<file path="src/rtl/avr_fetch.sv">
// AVR instruction fetch unit: 2-entry {word, address} prefetch buffer in front of program memory.
// Latency: pm_ack to instr_valid is one cycle; pm_req rises one cycle after reset release.
// Backpressure: instr_ready low holds the head; fetching stops once the buffer plus the in-flight request fill it.
// Option FETCH_TWO_WORD_EN: LDS/STS/JMP/CALL are presented as one transfer with instr2 = second word.
module avr_fetch #(
  parameter int              PC_W      = 16,
  parameter logic [PC_W-1:0] RESET_VEC = '0
) (
  input  logic            CLK,
  input  logic            RST,
  output logic            pm_req,
  output logic [PC_W-1:0] pm_addr,
  input  logic            pm_ack,
  input  logic [15:0]     pm_data,
  output logic [15:0]     instr,
  output logic [15:0]     instr2,
  output logic            instr_valid,
  input  logic            instr_ready,
  output logic [PC_W-1:0] pc,
  input  logic            redirect,
  input  logic [PC_W-1:0] redirect_addr
);

  localparam logic [PC_W-1:0] PC_ONE = {{(PC_W-1){1'b0}}, 1'b1};

  // Buffer storage, head index and occupancy (0..2)
  logic [15:0]     word_q [2];
  logic [PC_W-1:0] addr_q [2];
  logic            rd_q, rd_d;
  logic [1:0]      cnt_q, cnt_d;

  // Request tracking: req_q is the live request held on the bus until acked;
  // stale_q marks a request whose data must be dropped because of a redirect.
  logic            req_q, req_d;
  logic            stale_q, stale_d;
  logic [PC_W-1:0] req_addr_q, req_addr_d;
  logic [PC_W-1:0] fptr_q, fptr_d;

  logic [15:0]     head_w;
  logic            head_two;
  logic            valid;
  logic            ack_acc;
  logic            push;
  logic            xfer;
  logic [1:0]      pop_amt;
  logic            wr_idx;
  logic            still_busy;
  logic            issue;
  logic [PC_W-1:0] fsrc;

  assign head_w = word_q[rd_q];

`ifdef FETCH_TWO_WORD_EN
  logic [15:0] next_w;
  assign next_w   = word_q[~rd_q];
  assign head_two = ((head_w & 16'hFC0F) == 16'h9000) || ((head_w & 16'hFE0C) == 16'h940C);
  // A two-word head is only presentable once its operand word is buffered too
  assign valid    = head_two ? (cnt_q == 2'd2) : (cnt_q != 2'd0);
  assign instr2   = (valid && head_two) ? next_w : 16'h0000;
`else
  assign head_two = 1'b0;
  assign valid    = (cnt_q != 2'd0);
  assign instr2   = 16'h0000;
`endif

  assign instr_valid = valid;
  assign instr       = head_w;
  assign pc          = addr_q[rd_q];
  assign pm_req      = req_q;
  assign pm_addr     = req_addr_q;

  // Next-state for buffer occupancy, request issue and fetch pointer
  always_comb begin
    ack_acc    = pm_ack & req_q;
    push       = ack_acc & ~stale_q & ~redirect;
    xfer       = valid & instr_ready & ~redirect;
    pop_amt    = 2'd0;
    if (xfer) pop_amt = head_two ? 2'd2 : 2'd1;
    // rd + cnt (mod 2): when full, this is the head slot, freed by the same-cycle pop
    wr_idx     = rd_q ^ cnt_q[0];
    rd_d       = rd_q ^ (xfer & ~head_two);
    cnt_d      = redirect ? 2'd0 : (cnt_q - pop_amt + {1'b0, push});

    still_busy = req_q & ~ack_acc;
    fsrc       = redirect ? redirect_addr : fptr_q;
    issue      = ~still_busy & (cnt_d < 2'd2);
    req_d      = still_busy | issue;
    req_addr_d = issue ? fsrc : req_addr_q;
    fptr_d     = issue ? (fsrc + PC_ONE) : fsrc;

    stale_d    = stale_q;
    if (redirect)     stale_d = still_busy;
    else if (ack_acc) stale_d = 1'b0;
  end

  // State registers; reset abandons any in-flight request
  always_ff @(posedge CLK or negedge RST) begin
    if (!RST) begin
      word_q[0]  <= 16'h0000;
      word_q[1]  <= 16'h0000;
      addr_q[0]  <= RESET_VEC;
      addr_q[1]  <= RESET_VEC;
      rd_q       <= 1'b0;
      cnt_q      <= 2'd0;
      req_q      <= 1'b0;
      stale_q    <= 1'b0;
      req_addr_q <= RESET_VEC;
      fptr_q     <= RESET_VEC;
    end else begin
      if (push) begin
        word_q[wr_idx] <= pm_data;
        addr_q[wr_idx] <= req_addr_q;
      end
      rd_q       <= rd_d;
      cnt_q      <= cnt_d;
      req_q      <= req_d;
      stale_q    <= stale_d;
      req_addr_q <= req_addr_d;
      fptr_q     <= fptr_d;
    end
  end

endmodule

</file>
<file path="config.mk">
export PLATFORM = sky130hd
export DESIGN_NAME = avr_fetch
export DESIGN_NICKNAME = d
export VERILOG_FILES = /design/src/rtl/avr_fetch.sv
export SDC_FILE = /design/constraint.sdc
export NUM_CORES = 1
export LEC_CHECK = 0
export ABC_AREA = 1
export CAP_MARGIN = 30
export CORE_ASPECT_RATIO = 0.9
export CORE_MARGIN = 2
export CORE_UTILIZATION = 55
export CTS_CLUSTER_SIZE = 20
export DETAILED_ROUTE_END_ITERATION = 8
export PLACE_DENSITY_LB_ADDON = 0.1
export SYNTH_ARGS = -nofsm -noshare
export SYNTH_HDL_FRONTEND = slang
export SYNTH_SLANG_ARGS = --single-unit
</file>
<file path="constraint.sdc">
create_clock -name CLK -period 4 [get_ports CLK]
set_input_delay 0.4 -clock CLK [delete_from_list [all_inputs] [get_ports CLK]]
set_output_delay 0.4 -clock CLK [all_outputs]
set_load 0.02 [all_outputs]
</file>
=== After elaboration in Yosys (flattened, before gate mapping) ===
Index checks and enable logic that the tools add are counted.

* Add/sub/neg operators: 3
* Order comparisons: 4
* Multiplexer cells: 16
* Bitwise operators: 16
* Reductions and logical operators: 3

{| class="wikitable"
|+ Operator list
! operator !! count
|-
| 16-bit two-way mux || 9
|-
| 32-bit bitwise mux || 2
|-
| 16-bit by 1-bit adder with 16-bit output, second input constant || 1
|-
| 16-bit demux with 1-bit select || 1
|-
| 1-bit bitwise AND || 7
|-
| 2-bit >= comparator, second input constant || 2
|-
| 1-bit NOT || 4
|-
| 1-bit NOT with 2-bit output || 2
|-
| 2-bit nonzero test || 2
|-
| 1-bit two-way mux || 3
|-
| 2-bit by 1-bit adder with 2-bit output || 1
|-
| 2-bit by 1-bit < comparator with 1-bit output, second input constant || 1
|-
| 2-bit < comparator, second input constant || 1
|-
| 2-bit two-way mux || 1
|-
| 2-bit by 1-bit subtractor with 2-bit output || 1
|-
| 1-bit bitwise XOR || 2
|-
| 1-bit logical AND || 1
|-
| 1-bit bitwise OR || 1
|}

* Flip-flop bits (word level): 101
* Bits of input ports: 37

=== Longest topological paths before layout ===
Gate-level depths: netlist of run 1.

* Word-level depth: 10
* Mapped depth: 16

=== Worst setup path after synthesis of run 1 ===
OpenSTA, ideal clock, no wires.

* Kind: input-to-reg
* Start point: input port redirect
* End point: register fptr_q[15]
* Arrival: 1.972 ns
* Data required time: 3.883 ns
* Slack: 1.910 ns
* Stages on the path: 15
* Cell sequence: buf_6 -> inv_4 -> buf_6 -> nand3_1 -> inv_1 -> ha_1 -> inv_1 -> ha_1 -> nand3_1 -> nand3_2 -> nand2_4 -> inv_2 -> buf_2 -> nand4_1 -> nand2_1

* Word-level cells in the longest chain between the ends: 9

{| class="wikitable"
|+ Ends and longest elaborated chain
! item !! RTL line !! RTL
|-
| start, declared || 20 || <nowiki>input logic redirect,</nowiki>
|-
| 1-bit NOT || 75, 76 ||
|-
| 1-bit bitwise AND || 76 || <nowiki>xfer = valid & instr_ready & ~redirect;</nowiki>
|-
| 1-bit two-way mux || 78 || <nowiki>if (xfer) pop_amt = head_two ? 2'd2 : 2'd1;</nowiki>
|-
| 2-bit by 1-bit subtractor with 2-bit output || 82 || <nowiki>cnt_d = redirect ? 2'd0 : (cnt_q - pop_amt + {1'b0, push});</nowiki>
|-
| 2-bit by 1-bit adder with 2-bit output || 82 ||
|-
| 2-bit two-way mux || 82 ||
|-
| 2-bit < comparator || 86 || <nowiki>issue = ~still_busy & (cnt_d < 2'd2);</nowiki>
|-
| 1-bit bitwise AND || 86 ||
|-
| 16-bit two-way mux * || 89 || <nowiki>fptr_d = issue ? (fsrc + PC_ONE) : fsrc;</nowiki>
|-
| via fptr_d[15] || 37 || <nowiki>logic [PC_W-1:0] fptr_q, fptr_d;</nowiki>
|-
| end signal, assigned || 119 || <nowiki>fptr_q <= fptr_d;</nowiki>
|-
| end, declared || 37 ||
|}

The timed path passes the listed nets; every way through them passes the cells marked *.
A chain may end at the register's enable or synchronous reset.

=== Worst setup path after layout of run 1 ===
* Start point: register rd_q
* End point: output port instr[7]

* Word-level cells in the longest chain between the ends: 4

{| class="wikitable"
|+ Ends and longest elaborated chain
! item !! RTL line !! RTL
|-
| start, declared || 29 || <nowiki>logic rd_q, rd_d;</nowiki>
|-
| start signal, assigned || 114 || <nowiki>rd_q <= rd_d;</nowiki>
|-
| 1-bit NOT with 2-bit output (implied by the code) || 51 || <nowiki>assign head_w = word_q[rd_q];</nowiki>
|-
| 16-bit two-way mux (implied by the code) (3 in a row) || 51 ||
|-
| end, declared || 15 || <nowiki>output logic [15:0] instr,</nowiki>
|}

No other way between the ends. The select of a mux whose other input is x is not followed.

==> run summary, run 1 <==
SYNTH
----------------------------------------------------------------------------------------------------
Number of warning messages in the yosys log                                                        0
Gate Count Post-Synth                                                                            609
Fraction of synthesized area in multiplexers                                                       0
Main combinational cell family by area after synthesis                                  simple AND/OR/NAND/NOR gates
Compound-Gate Fraction of Synth Area                                                         0.09748
Sequential cell area fraction in the yosys report                                             0.5195
Number of distinct library cell variants in the gate-level netlist after synthesis                29
Combined area of all synthesized cells                                                  0.004865 mm²
Number of flip-flops and latches in the synthesized netlist                                      101
XOR/XNOR share of the synthesized area                                                       0.01800
Fraction of the mapped netlist area in adder cells                                          0.007716
Avg Inst Size Synth                                                                        7.988 µm²
Simple-gate area share of the yosys netlist                                                   0.2461

CRITICAL PATH
----------------------------------------------------------------------------------------------------
CP bufs+invs                                                                                       3
Crit path max-delay family                                                              buffers and inverters
Maximum net fanout on the critical path                                                           18
Capturing element type of the critical path                                              output port
Data arrival at the endpoint of the critical path                                            2240 ps
Type of the worst setup path                                                            flip-flop to output port
Ordered cell list for the critical path                                                 clkinv_1 > buf_16 > nand2_1 > nand2_1 > clkdlybuf4s50_1
Delay of the slowest cell on the worst path                                                   540 ps
Worst endpoint required time                                                                 3600 ps
Startpoint kind of the worst setup timing path                                             flip-flop
Cell depth of the worst setup path                                                                 5
Slowest CP cell                                                                         sky130_fd_sc_hd__clkdlybuf4s50_1
Critical Path Most Common Cell                                                          sky130_fd_sc_hd__nand2_1
FF-to-FF path depth                                                                               14

DETAILED ROUTING
----------------------------------------------------------------------------------------------------
Count of routing violations after the opening detailed-route iteration                           191
Per-cell via count in the routed design                                                        4.841
Routed via count                                                                               3,921
DR pass1 iterations                                                                                5
Drc violations                                                                                     0
Drt total wl                                                                               10,320 µm
Count of antenna-violating nets left after detailed routing                                        0
Average detailed-routed wire length per instance                                            12.74 µm

FLOORPLAN
----------------------------------------------------------------------------------------------------
Die height                                                                                  93.22 µm
Number of placement rows                                                                          32
Core Footprint                                                                          0.008568 mm²
Die outline width                                                                           103.1 µm
Die Outline Area                                                                        0.009614 mm²
Number of top-level pins                                                                         103
Initial core utilization                                                                      0.5678

STA
----------------------------------------------------------------------------------------------------
Final critical-path share of the clock period                                                 0.6600
Tightest slew margin relative to the limit                                                    0.5887
Setup clock skew after layout                                                               13.30 ps
Max Fclk                                                                                   378.8 MHz
Hold Fails Final Rpt                                                                               0
Setup violation total in the final timing report                                                   0
Slew Viols, Final                                                                                  0
Summed negative setup slack over all endpoints                                                  0 ps
Slew of the pin with the lowest slew margin                                                 613.1 ps
Final critical delay including setup and external delays                                     2640 ps
Unrepaired setup endpoints after global routing                                                false

FINISH
----------------------------------------------------------------------------------------------------
Non-filler instance count after layout                                                           810
Count of antenna diodes in the layout                                                              0
Most frequent cells in the layout                                                       sky130_fd_sc_hd__nand2_1 (240), sky130_fd_sc_hd__dfrtp_1 (101), sky130_fd_sc_hd__clkdlybuf4s50_1 (85)
Layout overhead on the synthesized area                                                       22.74%
Most common library cell in the layout ignoring fill and taps                           sky130_fd_sc_hd__nand2_1
Share of final-layout standard cells stronger than drive strength 1                          0.08104
Net count, final                                                                                 726

HOLD PATH
----------------------------------------------------------------------------------------------------
Worst hold-check path type                                                              input pin to asynchronous set/reset pin

GLOBAL ROUTING
----------------------------------------------------------------------------------------------------
Antenna violations before repair                                                                   0
Number of global-route vias before repair                                                      3,835
Maximum number of pins on one net before global-route repair                                      61
Global-route wire length before repair                                                     17,460 µm
Grt total ovfl                                                                                     0
Global router's overall resource usage                                                        0.2321

PLACE
----------------------------------------------------------------------------------------------------
RePlAce Congestion                                                                            0.9028
Placed cell count                                                                                793
Dpl hpwl                                                                                     7195 µm
Port Buffer Count                                                                                 86

CLOCK TREE
----------------------------------------------------------------------------------------------------
TritonCTS clock tree                                                                            done
Number of clock buffers inserted by TritonCTS                                                      9
H-tree depth reported by CTS                                                                       3
Clk Latency, worst-skew pair                                                                  360 ps
Clock-pin slew reported for the worst setup and hold paths after clock tree synthesis         100 ps
Sink Count                                                                                       101
Root buffer cell                                                                        sky130_fd_sc_hd__clkbuf_8
Maximum count of clock buffers along a single path                                                 2

OUTCOME
----------------------------------------------------------------------------------------------------
Status                                                                                  finished, final reports clean

POWER
----------------------------------------------------------------------------------------------------
Leakage power total                                                                         3.006 nW
Max VDD drop                                                                             0.0003626 V
Pwr/cell area                                                                           674.5 mW/mm²

FLOW RUN
----------------------------------------------------------------------------------------------------
Max capacitance violation total                                                                    0

[where the power goes]
part | internal (W) | switching [W] | total (W)
clock network | 0.000298 | 0.000363 | 0.000661
logic | 0.000771 | 0.00100 | 0.00178
registers | 0.00139 | 0.000202 | 0.00159
[final cells by class]
class	instances	area, µm²
fill	728	2597
sequential	101	2527
multi-input combinational	411	1862
tap	119	148.9
inverter	68	257.7
clock buffer	9	123.9
timing repair buffer	95	968.4
clock inverter	7	82.58
[Yosys cell counts]
master	n	share of area
sky130_fd_sc_hd__nor2_4	3	0.0069
sky130_fd_sc_hd__nor2_2	7	0.0090
sky130_fd_sc_hd__o21ai_1	24	0.025
sky130_fd_sc_hd__nor3_1	3	0.0031
sky130_fd_sc_hd__ha_1	3	0.0077
sky130_fd_sc_hd__buf_4	17	0.026
sky130_fd_sc_hd__nand2_4	1	0.0023
sky130_fd_sc_hd__nand3_1	10	0.010
sky130_fd_sc_hd__o21ai_2	3	0.0054
sky130_fd_sc_hd__clkinv_1	1	0.00077
sky130_fd_sc_hd__inv_2	2	0.0015
sky130_fd_sc_hd__or2_1	1	0.0013
sky130_fd_sc_hd__nand3_2	2	0.0041
sky130_fd_sc_hd__nand2_1	240	0.19
sky130_fd_sc_hd__buf_6	5	0.012
sky130_fd_sc_hd__conb_1	1	0.00077
sky130_fd_sc_hd__nand2_2	8	0.010
sky130_fd_sc_hd__or2_2	2	0.0026
sky130_fd_sc_hd__dfrtp_1	101	0.52
sky130_fd_sc_hd__inv_1	64	0.049
sky130_fd_sc_hd__clkbuf_1	12	0.0093
sky130_fd_sc_hd__inv_4	1	0.0013
sky130_fd_sc_hd__buf_2	10	0.010
sky130_fd_sc_hd__xor2_1	9	0.016
sky130_fd_sc_hd__xnor2_1	1	0.0018
sky130_fd_sc_hd__nand4_1	2	0.0026
sky130_fd_sc_hd__a211oi_1	1	0.0015
sky130_fd_sc_hd__nor2_1	11	0.0085
sky130_fd_sc_hd__o21ai_0	64	0.066
[per-layer routing]
layer | vias up | track usage | share of wire | wire length, µm
met5 | - | 0 | 0 | 0
met4 | 0 | 0.07237 | 0.011 | 109
met3 | 9 | 0.03288 | 0.041 | 420
met2 | 109 | 0.3745 | 0.48 | 4967
met1 | 1810 | 0.3271 | 0.47 | 4818
li1 | 1993 | - | - | -
[kinds of logic (layout without fill, tap and decap cells)]
| family | after synthesis | count (layout) |
|---|---|---|
| XOR/XNOR | 10 | 10 |
| AO/OA/AOI/OAI | 92 | 92 |
| AND/OR/NAND/NOR | 290 | 290 |
| buffers and inverters | 112 | 179 |
| adder cells (fa/ha/maj) | 3 | 3 |
| other | 1 | 16 |
| flip-flops | 101 | 101 |
[through the flow]
step / total power [W] / utilization / hold WS [ps] / setup slack, ps / area [µm²]
after global routing: 0.004325 / 0.6968 / 489.6 / 1206 / 5971
after global placement: 0.003308 / 0.6652 / 465.3 / 1176 / 5699
final: 0.004028 / 0.6968 / 469.9 / 1360 / 5971
after detailed placement: 0.003397 / 0.6716 / 317.3 / 1063 / 5754
after CTS: 0.004059 / 0.6968 / 477.4 / 1322 / 5971
after floorplan: 0.002630 / - / 104.4 / 1910 / 4921
[final timing paths]
path | start | to | slack [ps]
setup / recovery | rd_q | instr[7] | 1360
hold / removal | RST | word_q[9] | 470
setup reg to reg | cnt_q[0] | fptr_q[2] | 1710
hold reg to reg | addr_q[31] | addr_q[31] | 490
max in group asynchronous | RST | fptr_q[11] | 2940
min in group CLK | addr_q[31] | addr_q[31] | 490
[state kept, by name, summed over array words and instances, names as in the netlist]
register and flops:
pm_addr 16, stale_q 1, fptr_q 16, word_q 32, addr_q 32, rd_q 1
pm_req 1, cnt_q 2
[timing repair]
action	CTS	global route
setup buffers	0	0
hold buffers	1	0
endpoints found under the hold margin	21	0
gates resized for setup	0	0
(Power assumes the default switching activity.)
==> run 2: changes to the inputs <==
Settings changed: CORE_UTILIZATION 55 to 51.
Clock period 4 ns to 2.7 ns, I/O delays scaled along.
==> run 2 against run 1 <==
Utilization shrank 5.0 points. Count of clock-buffer cells in the layout grew 1. Wire length shrank 2.0%. Die area grew 7.5%. Final cell count grew 0.74%. Register-to-register slack lost 1200 ps. Setup slack lost 940 ps. Combinational power grew 46%. Largest cell class unchanged. Total power grew 46%. Critical path depth is the same. Critical endpoint is now pc[11]. Highest routed layer unchanged.
==> run summary, run 2 (same netlist as run 1, synthesis figures left out) <==
OUTCOME
----------------------------------------------------------------------------------------------------
Status                                                                                  finished, final reports clean   unchanged

CRITICAL PATH
----------------------------------------------------------------------------------------------------
Ordered cell list for the critical path                                                 clkinv_1 > buf_4 > nand2_1 > nand2_1 > clkdlybuf4s50_1   was clkinv_1 > buf_16 > nand2_1 > nand2_1 > clkdlybuf4s50_1
Data arrival at the endpoint of the critical path                                            2010 ps   was 2240 ps
Slowest CP cell                                                                         sky130_fd_sc_hd__clkdlybuf4s50_1   unchanged
Critical Path Sink                                                                            pc[11]   was instr[7]
CP bufs+invs                                                                                       3   unchanged
Startpoint kind of the worst setup timing path                                             flip-flop   unchanged
Capturing element type of the critical path                                              output port   unchanged
Delay of the slowest cell on the worst path                                                   620 ps   was 540 ps
Cell depth of the worst setup path                                                                 5   unchanged
Crit path max-delay family                                                              buffers and inverters   unchanged
Critical Path Most Common Cell                                                          sky130_fd_sc_hd__nand2_1   unchanged
Origin of the critical flop-to-flop path                                                    cnt_q[0]   unchanged
Capturing point of the worst reg2reg path                                                  fptr_q[6]   was fptr_q[2]
Worst endpoint required time                                                                 2430 ps   was 3600 ps
Reg2reg setup slack                                                                           540 ps   was 1710 ps
Type of the worst setup path                                                            flip-flop to output port   unchanged
Maximum net fanout on the critical path                                                           32   was 18
FF-to-FF path depth                                                                               14   unchanged
First element of the critical path                                                              rd_q   unchanged

FLOORPLAN
----------------------------------------------------------------------------------------------------
Die height                                                                                  96.66 µm   was 93.22 µm
Die outline width                                                                           107.0 µm   was 103.1 µm
Die Outline Area                                                                         0.01034 mm²   was 0.009614 mm²
Initial core utilization                                                                      0.5283   was 0.5678
Core Footprint                                                                          0.009208 mm²   was 0.008568 mm²
Number of top-level pins                                                                         103   unchanged
Number of placement rows                                                                          33   was 32

GLOBAL ROUTING
----------------------------------------------------------------------------------------------------
M2 GR Usage                                                                                   0.3381   was 0.3745
Maximum number of pins on one net before global-route repair                                      65   was 61
Busiest grt layer                                                                               met2   unchanged
Number of global-route vias before repair                                                      3,861   was 3,835
Antenna violations before repair                                                                   0   unchanged
Grt met1 use                                                                                  0.3047   was 0.3271
Grt total ovfl                                                                                     0   unchanged
Global-route met3 utilization                                                                0.05054   was 0.03288
Global-route wire length before repair                                                     17,830 µm   was 17,460 µm
Global router's overall resource usage                                                        0.2148   was 0.2321

POWER
----------------------------------------------------------------------------------------------------
Internal power                                                                            0.003551 W   was 0.002458 W
Switching share of power                                                                      0.3947   was 0.3897
Part of the total power dissipated in sequential elements                                      0.401   was 0.395
Leakage power total                                                                         3.005 nW   was 3.006 nW
Pwr/cell area                                                                           985.5 mW/mm²   was 674.5 mW/mm²
Reported net switching power                                                              0.002316 W   was 0.001570 W
Max VDD drop                                                                             0.0004723 V   was 0.0003626 V
Fraction of power consumed by the clock network                                                0.156   was 0.164
Proportion of power drawn by combinational gates                                               0.443   was 0.441

FINISH
----------------------------------------------------------------------------------------------------
Most frequent cells in the layout                                                       sky130_fd_sc_hd__nand2_1 (240), sky130_fd_sc_hd__dfrtp_1 (101), sky130_fd_sc_hd__clkdlybuf4s50_1 (85)   unchanged
Utilization after layout                                                                      0.6466   was 0.6968
Layout overhead on the synthesized area                                                       22.38%   was 22.74%
Net count, final                                                                                 729   was 726
Area occupied by registers                                                              0.002527 mm²   unchanged
Most common library cell in the layout ignoring fill and taps                           sky130_fd_sc_hd__nand2_1   unchanged
Multi-input gate area                                                                   0.001862 mm²   unchanged
Share of final-layout standard cells stronger than drive strength 1                          0.08501   was 0.08104
Final-layout fill cell count                                                                     806   was 728
Biggest regs                                                                            addr_q: 32 flops, word_q: 32 flops   unchanged
Count of antenna diodes in the layout                                                              0   unchanged

DETAILED ROUTING
----------------------------------------------------------------------------------------------------
DR pass1 iterations                                                                                4   was 5
Routed via count                                                                               3,889   was 3,921
Average detailed-routed wire length per instance                                            12.39 µm   was 12.74 µm
Drc violations                                                                                     0   unchanged
Count of routing violations after the opening detailed-route iteration                           229   was 191
Per-cell via count in the routed design                                                        4.766   was 4.841
Drt total wl                                                                               10,110 µm   was 10,320 µm
Count of antenna-violating nets left after detailed routing                                        0   unchanged

PLACE
----------------------------------------------------------------------------------------------------
RePlAce Congestion                                                                            0.8342   was 0.9028
Dpl hpwl                                                                                     7068 µm   was 7195 µm
Port Buffer Count                                                                                 86   unchanged

STA
----------------------------------------------------------------------------------------------------
Tightest slew margin relative to the limit                                                    0.5417   was 0.5887
Unrepaired setup endpoints after global routing                                                false   unchanged
Max Fclk                                                                                   439.1 MHz
Final critical-path share of the clock period                                                 0.8435
Setup violation total in the final timing report                                                   0   unchanged
Hold_ws                                                                                     471.8 ps   was 469.9 ps
Final critical delay including setup and external delays                                     2278 ps
Summed negative setup slack over all endpoints                                                  0 ps   unchanged
Slew of the pin with the lowest slew margin                                                 687.5 ps   was 613.1 ps
Setup clock skew after layout                                                               12.63 ps   was 13.30 ps
Slew Viols, Final                                                                                  0   unchanged
Hold Fails Final Rpt                                                                               0   unchanged

CLOCK TREE
----------------------------------------------------------------------------------------------------
Sink Count                                                                                       101   unchanged
H-tree depth reported by CTS                                                                       3   unchanged
TritonCTS clock tree                                                                            done   unchanged
Root buffer cell                                                                        sky130_fd_sc_hd__clkbuf_8   unchanged
Number of clock buffers inserted by TritonCTS                                                      9   unchanged
Post-CTS setup-driven buffer insertion count                                                       0   unchanged
Clock-pin slew reported for the worst setup and hold paths after clock tree synthesis         100 ps   about the same
Quantity of gates resized following cts                                                            0   unchanged
Clk Latency, worst-skew pair                                                                  360 ps   about the same
Maximum count of clock buffers along a single path                                                 2   unchanged

HOLD PATH
----------------------------------------------------------------------------------------------------
Worst hold-check path type                                                              input pin to asynchronous set/reset pin   unchanged

FLOW RUN
----------------------------------------------------------------------------------------------------
Max capacitance violation total                                                                    0   unchanged

[run 2: cell types whose count changed in the layout (fill, tap and decap cells not counted), sizes merged]
| cell | delta |
|---|---|
| buf | +3 |
| bufinv | -1 |
| clkbuf | +1 |
| clkinv | -1 |
| inv | +1 |
[run 2: worst min-delay path by stage]
stage	to	depth (start not counted)	slack (ps)
finish	word_q[24]	2	470
global route	word_q[10]	3	460
CTS	word_q[24]	3	450
detailed placement	word_q[10]	1	360
global placement	word_q[24]	1	350
floorplan	addr_q[0]	0	-30
[run 2: layout make-up]
cell class                      count  area share
Timing Repair Buffer               98      0.1618
Multi-Input combinational cell    411      0.3127
Tap cell                          122     0.02564
Clock inverter                      6    0.008827
Clock buffer                       10     0.02312
Sequential cell                   101      0.4245
Inverter                           68     0.04330
[run 2: timing repair]
item                                    4_1_cts  5_1_grt
hold endpoints to repair                     51        0
hold buffers                                  1        0
endpoints found under the setup margin        0        0
[run 2: metrics by stage]
stage          std cells  power [W]  setup WS [ps]  area (µm²)
4_1_cts              816   0.005940          393.6        5953
3_3_place_gp         798   0.004933          272.8        5733
5_1_grt              816   0.006347          248.0        5953
2_1_floorplan        624   0.003896          703.2        4921
6_report             816   0.005867          422.5        5953
3_5_place_dp         799   0.005009          202.1        5753
[run 2: worst register-to-register path, cell delays in order (launching register included)]
cell and delay [ps]:
sky130_fd_sc_hd__dfrtp_1 430, sky130_fd_sc_hd__nor2_1 140, sky130_fd_sc_hd__inv_1 70, sky130_fd_sc_hd__nand3_1 100, sky130_fd_sc_hd__inv_1 60, sky130_fd_sc_hd__ha_1 260
sky130_fd_sc_hd__inv_1 40, sky130_fd_sc_hd__ha_1 180, sky130_fd_sc_hd__inv_1 50, sky130_fd_sc_hd__nand2_1 60, sky130_fd_sc_hd__nand3_2 90, sky130_fd_sc_hd__nand2_4 140
sky130_fd_sc_hd__inv_2 220, sky130_fd_sc_hd__nand2_1 90, sky130_fd_sc_hd__xor2_1 140
[run 2: power groups by stage]
stage / clock, W / sequential [W] / combinational [W]
final: 0.000914 / 0.00236 / 0.00260
after global routing: 0.00101 / 0.00243 / 0.00291
after CTS: 0.000953 / 0.00235 / 0.00263
after detailed placement: 0 / 0.00238 / 0.00263
after global placement: 0 / 0.00236 / 0.00257
after floorplan: 0 / 0.00237 / 0.00153
[run 2: per-layer routing]
metal,up-vias,routed length [µm]
li1,2000,-
met1,1791,4911
met2,90,4646
met3,8,459
met4,0,94
met5,-,0
